**config.mk**
```make
export PLATFORM = sky130hd
export DESIGN_NAME = vga_linebuf_ctrl
export DESIGN_NICKNAME = d
export VERILOG_FILES = /design/src/rtl/vga_linebuf_ctrl.sv
export SDC_FILE = /design/constraint.sdc
export NUM_CORES = 1
export LEC_CHECK = 0
export ABC_AREA = 1
export CAP_MARGIN = 5
export CELL_PAD_IN_SITES_DETAIL_PLACEMENT = 1
export CELL_PAD_IN_SITES_GLOBAL_PLACEMENT = 2
export CORE_ASPECT_RATIO = 1.1
export CORE_MARGIN = 2
export CORE_UTILIZATION = 30
export CTS_CLUSTER_SIZE = 8
export DETAILED_ROUTE_END_ITERATION = 10
export DONT_BUFFER_PORTS = 1
export HOLD_SLACK_MARGIN = 0.12
export PLACE_DENSITY_LB_ADDON = 0.3
export SLEW_MARGIN = 40
export SYNTH_ARGS = -nofsm -noshare
export SYNTH_HDL_FRONTEND = slang
export SYNTH_SLANG_ARGS = --single-unit
```
**constraint.sdc**
```tcl
create_clock -name clk -period 2.8 [get_ports clk]
set_input_delay 0.28 -clock clk [delete_from_list [all_inputs] [get_ports clk]]
set_output_delay 0.28 -clock clk [all_outputs]
set_load 0.02 [all_outputs]
```
**src/rtl/vga_linebuf_ctrl.sv**
```systemverilog
// VGA line-buffer controller for a 2x-scaled NES image.
// Schedules PPU line fills into a ping-pong line buffer and generates
// read enables/addresses for the visible 512x480 window.
module vga_linebuf_ctrl #(
    parameter logic [9:0] H_OFFSET = 10'd64
) (
    input  logic       clk,
    input  logic       rst,
    input  logic [9:0] h_cnt,
    input  logic [9:0] v_cnt,
    output logic       fill_req,
    output logic [7:0] fill_line,
    output logic       fill_buf,
    input  logic       fill_ack,
    input  logic       fill_done,
    output logic       rd_en,
    output logic       rd_buf,
    output logic [7:0] rd_addr,
    output logic       pix_active,
    output logic       err,
    input  logic       err_clr
);

    typedef enum logic [1:0] {IDLE, REQ, BUSY} state_t;

    state_t      state_q, state_d;
    logic        fill_req_q, fill_req_d;
    logic [7:0]  fill_line_q, fill_line_d;
    logic        fill_buf_q, fill_buf_d;
    logic [1:0]  buf_valid_q, buf_valid_d;
    logic        line_ok_q, line_ok_d;
    logic        rd_en_q, rd_en_d;
    logic        rd_buf_q, rd_buf_d;
    logic [7:0]  rd_addr_q, rd_addr_d;
    logic        pix_active_q, pix_active_d;
    logic        err_q, err_d;

    logic        trig;
    logic [7:0]  trig_line;
    logic [9:0]  v_next;
    logic [9:0]  h_rel;
    logic        in_window;
    logic        err_set;
    logic        start;

    // Fill trigger decode: end of line on the rows that precede each NES line pair
    always_comb begin
        trig      = 1'b0;
        trig_line = '0;
        if (h_cnt == 10'd799) begin
            if (v_cnt == 10'd521) begin
                trig      = 1'b1;
                trig_line = 8'd0;
            end else if (v_cnt == 10'd523) begin
                trig      = 1'b1;
                trig_line = 8'd1;
            end else if (v_cnt[0] && (v_cnt <= 10'd475)) begin
                trig      = 1'b1;
                // v is odd here, so (v+3)/2 == (v>>1)+2
                trig_line = v_cnt[8:1] + 8'd2;
            end
        end
    end

    // Fill handshake FSM, buffer validity, line_ok latch and sticky error
    always_comb begin
        state_d     = state_q;
        fill_req_d  = fill_req_q;
        fill_line_d = fill_line_q;
        fill_buf_d  = fill_buf_q;
        buf_valid_d = buf_valid_q;
        line_ok_d   = line_ok_q;
        err_set     = 1'b0;
        start       = 1'b0;
        v_next      = (v_cnt == 10'd523) ? '0 : v_cnt + 10'd1;

        case (state_q)
            IDLE: begin
                if (fill_ack || fill_done) err_set = 1'b1;
                if (trig) start = 1'b1;
            end
            REQ: begin
                if (fill_done || trig) err_set = 1'b1;
                if (fill_ack) begin
                    fill_req_d = 1'b0;
                    state_d    = BUSY;
                end
            end
            BUSY: begin
                if (fill_ack) err_set = 1'b1;
                if (fill_done) begin
                    buf_valid_d[fill_buf_q] = 1'b1;
                    state_d = IDLE;
                    if (trig) start = 1'b1;
                end else if (trig) begin
                    err_set = 1'b1;
                end
            end
            default: state_d = IDLE;
        endcase

        // A new fill invalidates its target buffer; it never aliases the one just completed
        if (start) begin
            fill_line_d = trig_line;
            fill_buf_d  = trig_line[0];
            fill_req_d  = 1'b1;
            buf_valid_d[trig_line[0]] = 1'b0;
            state_d     = REQ;
        end

        if (h_cnt == 10'd799) begin
            line_ok_d = buf_valid_q[v_next[1]];
            if ((v_next < 10'd480) && !buf_valid_q[v_next[1]]) err_set = 1'b1;
        end

        err_d = err_set | (err_q & ~err_clr);
    end

    // Read side: window decode, address generation and RAM-latency alignment
    always_comb begin
        h_rel        = h_cnt - H_OFFSET;
        in_window    = (h_rel < 10'd512);
        rd_en_d      = in_window && (v_cnt < 10'd480) && line_ok_q;
        rd_addr_d    = rd_addr_q;
        rd_buf_d     = rd_buf_q;
        if (rd_en_d) begin
            rd_addr_d = h_rel[8:1];
            rd_buf_d  = v_cnt[1];
        end
        pix_active_d = rd_en_q;
    end

    // State and output registers
    always_ff @(posedge clk or negedge rst) begin
        if (!rst) begin
            state_q      <= IDLE;
            fill_req_q   <= 1'b0;
            fill_line_q  <= '0;
            fill_buf_q   <= 1'b0;
            buf_valid_q  <= '0;
            line_ok_q    <= 1'b0;
            rd_en_q      <= 1'b0;
            rd_buf_q     <= 1'b0;
            rd_addr_q    <= '0;
            pix_active_q <= 1'b0;
            err_q        <= 1'b0;
        end else begin
            state_q      <= state_d;
            fill_req_q   <= fill_req_d;
            fill_line_q  <= fill_line_d;
            fill_buf_q   <= fill_buf_d;
            buf_valid_q  <= buf_valid_d;
            line_ok_q    <= line_ok_d;
            rd_en_q      <= rd_en_d;
            rd_buf_q     <= rd_buf_d;
            rd_addr_q    <= rd_addr_d;
            pix_active_q <= pix_active_d;
            err_q        <= err_d;
        end
    end

    assign fill_req   = fill_req_q;
    assign fill_line  = fill_line_q;
    assign fill_buf   = fill_buf_q;
    assign rd_en      = rd_en_q;
    assign rd_buf     = rd_buf_q;
    assign rd_addr    = rd_addr_q;
    assign pix_active = pix_active_q;
    assign err        = err_q;

endmodule

```
==> results of run 1 <==
power groups by stage:
| stage | Sequential, uW | Combinational [uW] | Clock [uW] |
|---|---|---|---|
| global placement | 468 | 81.2 | 0 |
| global route | 466 | 121 | 351 |
| floorplan | 461 | 70.5 | 0 |
| detailed placement | 468 | 86.0 | 0 |
| finish | 460 | 102 | 320 |
| CTS | 461 | 105 | 327 |
per-stage QoR:
stage / setup WS, ns / util [%] / hold slack, ns / instances / power, uW
2_1_floorplan: 1.39 / - / -0.0156 / 201 / 531
3_3_place_gp: 1.17 / 31.9 / -0.0150 / 256 / 549
3_5_place_dp: 1.15 / 31.9 / -0.0148 / 256 / 554
4_1_cts: 1.42 / 35.1 / 0.132 / 268 / 893
5_1_grt: 1.31 / 35.1 / 0.143 / 268 / 938
6_report: 1.45 / 35.1 / 0.130 / 268 / 883
state kept, by name, indices dropped and copies added (netlist names):
| name | count |
|---|---|
| rd_addr | 8 |
| buf_valid_q | 2 |
| rd_en | 1 |
| rd_buf | 1 |
| err | 1 |
| line_ok_q | 1 |
| fill_line | 8 |
| pix_active | 1 |
| fill_req | 1 |
| state_q | 2 |
layout make-up:
cell class / count / area, sq um / share of cell area, %
multi-input combinational: 142 / 757 / 43.2
timing repair buffer: 8 / 90.1 / 5.14
clock buffer: 3 / 41.3 / 2.35
clock inverter: 1 / 30.0 / 1.71
tap: 58 / 72.6 / 4.14
sequential: 26 / 651 / 37.1
inverter: 30 / 113 / 6.42
synthesized netlist by cell type:
library cell	n
a21boi_0	1
o221ai_1	1
nand2_2	11
nor3_1	3
a31oi_1	1
o21ai_2	4
nor2_1	21
ha_1	6
o21ai_0	7
nand4_1	5
nand3_1	5
nand3_2	2
dfrtp_1	26
buf_4	2
inv_1	30
nor2_2	4
a31o_2	1
xor2_1	4
buf_12	1
o21ai_1	2
a21oi_1	5
xnor2_1	2
nand2_4	2
nand2_1	55
critical path, stage by stage, from the launching register on:
cell	delay [ns]
dfrtp_1	0.37
inv_1	0.10
nor2_1	0.05
nor2_1	0.10
nand2_1	0.08
inv_1	0.15
nand2_4	0.16
nor2_1	0.18
nor2_1	0.06
worst paths after layout:
kind	to	slack, ns	cells past startpoint	start
max in group asynchronous	rd_addr[2]	2.20	2	rst
hold / removal	rd_addr[1]	0.13	2	h_cnt[2]
setup / recovery	buf_valid_q[1]	1.45	8	state_q[1]
min in group asynchronous	fill_line[6]	0.44	2	rst
setup reg to reg	buf_valid_q[1]	1.45	8	state_q[1]
hold reg to reg	pix_active	0.53	0	rd_en
kinds of logic after synthesis:
| logic type | share of synthesized area, % |
|---|---|
| and+or+nand+nor | 31.7 |
| buffers and inverters | 9.49 |
| DFF | 41.8 |
| AOI/OAI and AO/OA | 8.77 |
| xor gates and xnor gates | 3.38 |
| adders and majority gates | 4.83 |
routing by layer:
layer  routed length, um  vias to the layer above
met5                   0                        -
met4                  28                        0
met3                 235                        4
met2                2010                       39
met1                1580                      624
li1                    -                      638
what timing repair did:
action                                 4_1_cts  5_1_grt
endpoints found under the hold margin       32        0
gates resized for setup                      0        0
hold buffers                                 8        0
==> metrics.txt, run 1 <==
combinational power share=11.6%; Detailed Routing Iterations Pass 1=4; Clock Skew=0.00231 ns; P_sw=245 uW; drt wl/cell=14.4 um; worst-path fanout max=15; power per cell area=503 nW/um^2; most frequent cells in the layout=55 x nand2_1, 30 x inv_1, 26 x dfrtp_1; met1 usage=17.3%; DR iter-0 viols=32; GRT met2 Usage=26.4%; Crit. End Element=flip-flop; initial antenna violation count=0; sequential share of the synthesized area=41.8%; Initial Util=31.1%; largest net degree at the start of global routing=27; max frequency=0.739 GHz; global routing's busiest layer=met2; syn avg cell area=7.74 sq um; Sw Share=27.7%; register share of total power=52.1%; I/O pin cnt=47; Max Slew Vio Count=0; detailed-placement wirelength estimate=3070 um; total CTS buffers=3; synth unique cells=24; site row count=27; share of cells above drive strength 1=13.8%; crit path kind=flip-flop to flip-flop; status=finished clean; Yosys reg bits=26; Syn Std Cell Area=1560 sq um; full die area=5780 sq um; clk sink count=26; clock tree from TritonCTS=built; Final Critical Period=1.35 ns; CTS H-tree depth=1; Internal=638 uW; post-synth net total=232; Routed Antenna Nets=0; GPL Wtd Cong=0.761; Post-CTS Setup Bufs=0; Final #Nets=242; Required @ worst endpoint=2.97 ns; port buffer count=0; aggregate global routing overflow=0; n_diodes=0; leading area contributor after synthesis=dfrtp_1; Residual DRC=0; vias in the first global route=1441; gr usage total=14.4%; RSZ-0062 raised after global routing=false; first-pass GRT wire length=6560 um; design area=1750 sq um; Core ar.=5000 sq um; fillers=614; final hold violation count=0; Final period util=48.3%; Yosys top cell area share=41.8%; Crit path arrival time=1.52 ns; critical path startpoint category=flip-flop; commonest non-fill, non-tap cell in the layout=nand2_1; setup TNS=0 ns; WL final=3860 um; Syn-to-layout area delta=12.8%; clk root buf=clkbuf_8; total of max-cap violations=0; top cells by area, synth=dfrtp_1 42%, nand2_1 13%, inv_1 7.2%, nor2_1 5.1%, ha_1 4.8%; Clock Latency Late Sink=0.27 ns; Max-Slew Margin vs Limit=70.7%; GR Layer Usage met3=2.78%; vias=1305; worst slew pin tran=0.439 ns; Worst Hold Class=input pin to flip-flop; CTS clk-pin slew, worst paths=0.10 ns; Setup Viol. Count Final=0; Mapped Cells=201; Clk pwr share=36.3%; die height=79.5 um; Die Span X=72.7 um; drt via density=4.87; Clock Path Buffers=2; YS warnings=0; LEAKAGE=0.000923 uW; Peak VDD IR=201 uV; placed instance area=1590 sq um
Note: power is estimated with default switching activity, not from simulation.
==> inputs of run 2 (changes only) <==
--- a/config.mk
+++ b/config.mk
@@ -5,7 +5,7 @@
 export SDC_FILE = /design/constraint.sdc
 export NUM_CORES = 1
 export LEC_CHECK = 0
-export ABC_AREA = 1
+export ABC_AREA = 0
 export CAP_MARGIN = 5
 export CELL_PAD_IN_SITES_DETAIL_PLACEMENT = 1
 export CELL_PAD_IN_SITES_GLOBAL_PLACEMENT = 2
==> constraint.sdc (replaced) <==
create_clock -name clk -period 1.2 [get_ports clk]
set_input_delay 0.12 -clock clk [delete_from_list [all_inputs] [get_ports clk]]
set_output_delay 0.12 -clock clk [all_outputs]
set_load 0.02 [all_outputs]
==> run 2 against run 1 <==
Against the previous run:
- cell count is 11% lower
- largest cell class unchanged
- critical path type unchanged
- critical endpoint is now fill_line[6]
- routed wire length is 13% higher
- highest routed layer unchanged
- via count is 3.6% lower
- synthesized cell count is 32% lower
- setup slack worse by 1.5 ns
- area after synthesis is 6.1% lower
- the flow now finishes with violations (negative setup slack)
- sequential power is 110% higher
- critical path depth is 4 lower
==> metrics.txt, run 2 <==
XOR/XNOR share of the synthesized area=4.20%; Worst Path Buf+Inv=1; Synth Area in Adders=5.14%; YS warnings=0; violated checks=negative setup slack; die height=77.2 um; Final WS setup=-0.0702 ns; Syn Std Cell Area=1460 sq um; worst slew pin tran=0.389 ns; initial antenna violation count=0; Setup Viol. Count Final=5; detailed-placement wirelength estimate=3260 um; status=finished with violations; clock tree from TritonCTS=built; Final period util=106%; Internal=1340 uW; WL final=4370 um; Final Critical Period=1.27 ns; utilization after layout=44.6%; Yosys top cell area share=44.6%; crit-path cells=inv_2 > o211a_1 > o21a_4 > mux2_4; Crit path arrival time=1.44 ns; RSZ-0062 raised after global routing=true; LEAKAGE=0.000918 uW; fillers=519; Worst path max stage delay=0.40 ns; aggregate global routing overflow=0; DR iter-0 viols=22; post-synthesis compound-gate area fraction=15.8%; final hold violation count=0; site row count=26; Worst path slowest cell=dfrtp_1; register share of total power=53.1%; P_sw=466 uW; total CTS buffers=3; Sw Share=25.7%; Die Span X=70.5 um; Post-synth top cells=26 x dfrtp_1, 17 x nand2_1, 12 x inv_1; Syn-to-layout area delta=42.0%; Clock Path Buffers=2; mux cell area share after synthesis=9.34%; port buffer count=0; clk sink count=26; Mapped Cells=136; Peak VDD IR=563 uV; vias in the first global route=1479; ys async rst share=100%; largest family of logic cells by synthesized area=simple AND/OR/NAND/NOR gates; most frequent cells in the layout=26 x dfrtp_1, 26 x buf_4, 17 x dlygate4sd3_1; Top FF cell, synth=dfrtp_1; syn avg cell area=10.7 sq um; drt via density=5.29; Required @ worst endpoint=1.37 ns; full die area=5440 sq um; vias=1258; Clock Latency Late Sink=0.28 ns; Routed Antenna Nets=0; Max Slew Vio Count=0; CP top delay family=flip-flops; Crit. End Element=flip-flop; number of flops mapped to enable cells by yosys=0; Final #Nets=214; Hold Worst Slack=0.137 ns; first-pass GRT wire length=7310 um; Initial Util=31.4%; CTS clk-pin slew, worst paths=0.09 ns; critical path startpoint category=flip-flop; crit path kind=flip-flop to flip-flop; gr usage total=17.0%; total of max-cap violations=0; drt wl/cell=18.3 um; max frequency=0.787 GHz; pre-CTS WS=-0.279 ns; Clock Skew=0.00522 ns; worst-path fanout max=6; Worst Hold Class=input pin to flip-flop; Residual DRC=0; Yosys reg bits=26; synth unique cells=44; combinational power share=14.5%; share of cells above drive strength 1=35.2%; n_diodes=0; GPL Wtd Cong=0.890; post-synth net total=167; Clk pwr share=32.4%; leading area contributor after synthesis=dfrtp_1; sequential share of the synthesized area=44.6%; clk root buf=clkbuf_8; power per cell area=873 nW/um^2; I/O pin cnt=47; Core ar.=4650 sq um; Max-Slew Margin vs Limit=73.8%; Detailed Routing Iterations Pass 1=4; Synth Area in Simple Gates=15.8%; most frequent cell after synthesis=dfrtp_1; top cells by area, synth=dfrtp_1 45%, ha_1 5.1%, nand2_1 4.4%, xnor2_1 4.2%, mux2_4 4.1%; CTS H-tree depth=1; largest net degree at the start of global routing=27
## run 2: cell types whose count changed after synthesis, moves of 11 or more
cell and change:
nand2_2 -11, inv_1 -18, nand2_1 -38, nor2_1 -19
## run 2: cell type report
type / count / area, sq um / area share [%]
Clock buffer: 4 / 55.1 / 2.66
Inverter: 12 / 47.5 / 2.29
Multi-Input combinational cell: 94 / 833 / 40.2
Sequential cell: 26 / 651 / 31.4
Tap cell: 56 / 70.1 / 3.38
Timing Repair Buffer: 46 / 417 / 20.1
## run 2: worst reg2reg max path, cell delays in order (launching register included)
cell and delay, ns:
dfrtp_1 0.40, inv_2 0.07, o211a_1 0.18, o21a_4 0.20, mux2_4 0.31
## run 2: worst paths after layout
check                                from             end  slack, ns  cells past startpoint
setup / recovery               state_q[0]    fill_line[6]      -0.07                      4
hold / removal                   v_cnt[6]    fill_line[5]       0.14                      2
setup reg to reg               state_q[0]    fill_line[6]      -0.07                      4
hold reg to reg            buf_valid_q[0]  buf_valid_q[0]       0.51                      1
max in group asynchronous             rst    fill_line[4]       0.77                      2
min in group asynchronous             rst    fill_line[1]       0.27                      2
## run 2: logic make-up after synthesis
kind of cell,Yosys count
and+or+nand+nor,42
muxes,11
buffers and inverters,16
xor gates and xnor gates,7
adders and majority gates,6
AOI/OAI and AO/OA,28
DFF,26
## run 2: through the flow
step	cell area [sq um]	setup TNS, ns	std cells	power, uW
floorplan	1560	-1.21	136	1110
global placement	1790	-2.76	214	1150
detailed placement	1790	-3.75	214	1160
CTS	2040	-0.606	237	1830
global route	2070	-0.634	238	1910
finish	2070	-0.279	238	1810
## run 2: what timing repair did
item	4_1_cts	5_1_grt
setup buffers	1	1
pin swaps	0	3
hold buffers	18	0
endpoints found under the setup margin	8	12
gates resized for setup	1	5
hold endpoints to repair	44	0
## run 2: metal layers
metal | track usage (%) | share of wire, %
met5 | 0 | 0
met4 | 4.04 | 1.1
met3 | 5.52 | 6.2
met2 | 30.2 | 53
met1 | 19.5 | 39
## run 2: power by group through the flow
stage	clock network, uW	logic [uW]	registers [uW]
2_1_floorplan	0	141	973
3_3_place_gp	0	176	977
3_5_place_dp	0	185	977
4_1_cts	607	264	961
5_1_grt	653	292	965
6_report	587	262	961
==> inputs of run 3 (changes only) <==
==> constraint.sdc (replaced) <==
create_clock -name clk -period 1.65 [get_ports clk]
set_input_delay 0.165 -clock clk [delete_from_list [all_inputs] [get_ports clk]]
set_output_delay 0.165 -clock clk [all_outputs]
set_load 0.02 [all_outputs]
==> run 3 against run 2 <==
Against the previous run:
- the run now ends clean
- clock-buffer cell count unchanged
- non-clock buffer count decreased by 22
- combinational power decreased by 41%
- total power decreased by 30%
- global-route usage decreased by 2.1 points
- routed wire length decreased by 16%
- register-to-register slack improved by 0.35 ns
- setup slack improved by 0.33 ns
- flip-flop and latch count unchanged
- first-iteration DRC count increased to 2.6 times the previous value
- highest routed layer unchanged
==> metrics.txt, run 3 (synthesized netlist as in run 2, its figures left out) <==
status=finished clean; Required @ worst endpoint=1.81 ns; Worst path max stage delay=0.35 ns; Clock Path Buffers=2; most frequent cells in the layout=26 x dfrtp_1, 17 x nand2_1, 15 x dlygate4sd3_1; clk root buf=clkbuf_8; total of max-cap violations=0; met1 usage=17.4%; Post-CTS Setup Bufs=0; initial antenna violation count=0; LEAKAGE=0.000803 uW; largest net degree at the start of global routing=27; total CTS buffers=3; Final Critical Period=1.39 ns; pre-CTS WS=-0.0729 ns; vias=1135; final hold violation count=0; drt wl/cell=16.9 um; first-pass GRT wire length=6440 um; PostCTS Resize Cnt=0; Worst Hold Depth=3; power per cell area=709 nW/um^2; critical path startpoint category=input pin; site row count=26; WL final=3650 um; Clock Skew=0.000891 ns; Worst path slowest cell=nor4_2; I/O pin cnt=47; vias in the first global route=1296; DR iter-0 viols=58; Residual DRC=0; RSZ-0062 raised after global routing=false; Syn-to-layout area delta=22.2%; commonest non-fill, non-tap cell in the layout=dfrtp_1; Max Slew Vio Count=0; Worst Hold Class=input pin to flip-flop; worst-path fanout max=6; CTS H-tree depth=1; flop2flop setup slack=0.28 ns; clock tree from TritonCTS=built; Routed Antenna Nets=0; Worst R2R Path Depth=4; Worst Path Buf+Inv=1; die height=77.2 um; CP top delay family=compound AO/OA/AOI/OAI gates; Crit Reg-Reg Startpoint=state_q[0]; setup TNS=0 ns; worst slew pin tran=0.644 ns; crit-path cells=inv_1 > ha_1 > nand2_1 > nor4_2 > o211a_1 > o21a_4 > mux2_4; detailed-placement wirelength estimate=2830 um; hold endpoint=err; Detailed Routing Iterations Pass 1=4; worst hold start=err_clr; n_diodes=0; clk sink count=26; drt via density=5.25; Max-Slew Margin vs Limit=57.0%; reg2reg end=fill_line[4]; Clock Latency Late Sink=0.27 ns; Die Span X=70.5 um; gr usage total=14.9%; Crit path arrival time=1.55 ns; Final period util=84.5%; Initial Util=31.4%; max frequency=0.717 GHz; port buffer count=0; crit path kind=input pin to flip-flop; Crit. End Element=flip-flop; Core ar.=4650 sq um; Peak VDD IR=292 uV; Final #Nets=192; share of cells above drive strength 1=18.1%; Setup Viol. Count Final=0; global routing's busiest layer=met2; full die area=5440 sq um; CTS clk-pin slew, worst paths=0.09 ns; Final WS setup=0.255 ns; GPL Wtd Cong=0.841; aggregate global routing overflow=0; GR Layer Usage met3=3.68%; GRT met2 Usage=26.3%
## run 3: repair_timing
action,in CTS,in global routing
hold buffers,16,0
setup endpoints to repair,0,0
endpoints found under the hold margin,43,0
## run 3: how the worst max path moves through the flow
| stage | startpoint | end | cells past startpoint |
|---|---|---|---|
| after detailed placement | h_cnt[6] | fill_line[6] | 7 |
| after global routing | h_cnt[7] | fill_line[4] | 7 |
| after CTS | h_cnt[6] | fill_line[4] | 7 |
| final | h_cnt[6] | fill_line[4] | 7 |
| after floorplan | v_cnt[0] | fill_line[0] | 6 |
| after global placement | h_cnt[6] | fill_line[5] | 7 |
## run 3: stage by stage
stage	cells	power, uW	utilization, %	area, sq um	hold WS (ns)
after CTS	216	1290	38.4	1780	0.124
after floorplan	136	793	-	1460	-0.131
final	216	1270	38.4	1780	0.122
after global routing	216	1330	38.4	1780	0.152
after global placement	196	814	33.5	1560	-0.130
after detailed placement	196	819	33.5	1560	-0.130
## run 3: report_power, final
part / total (uW) / leakage [uW] / internal, uW / switching, uW
Sequential: 700 / 0.000349 / 659 / 40.5
Combinational: 155 / 0.000426 / 84.7 / 69.9
Clock: 411 / 0.0000288 / 213 / 198
## run 3: worst min-delay path, stage by stage
cell	delay [ns]
inv_1	0.04
a222oi_1	0.08
nand3_1	0.07
## run 3: final cells by class
cell class / instances / area, sq um
well taps: 56 / 70.1
clock buffers: 4 / 55.1
multi-input cells: 94 / 733
fillers: 519 / 2870
repair buffers: 24 / 230
flip-flops and latches: 26 / 651
inverters: 12 / 45.0
## run 3: per-layer routing
layer  share of wire [%]  up-vias
li1                    -      538
met1                  40      566
met2                  54       25
met3                 4.9        6
met4                 1.6        0
met5                   0        -
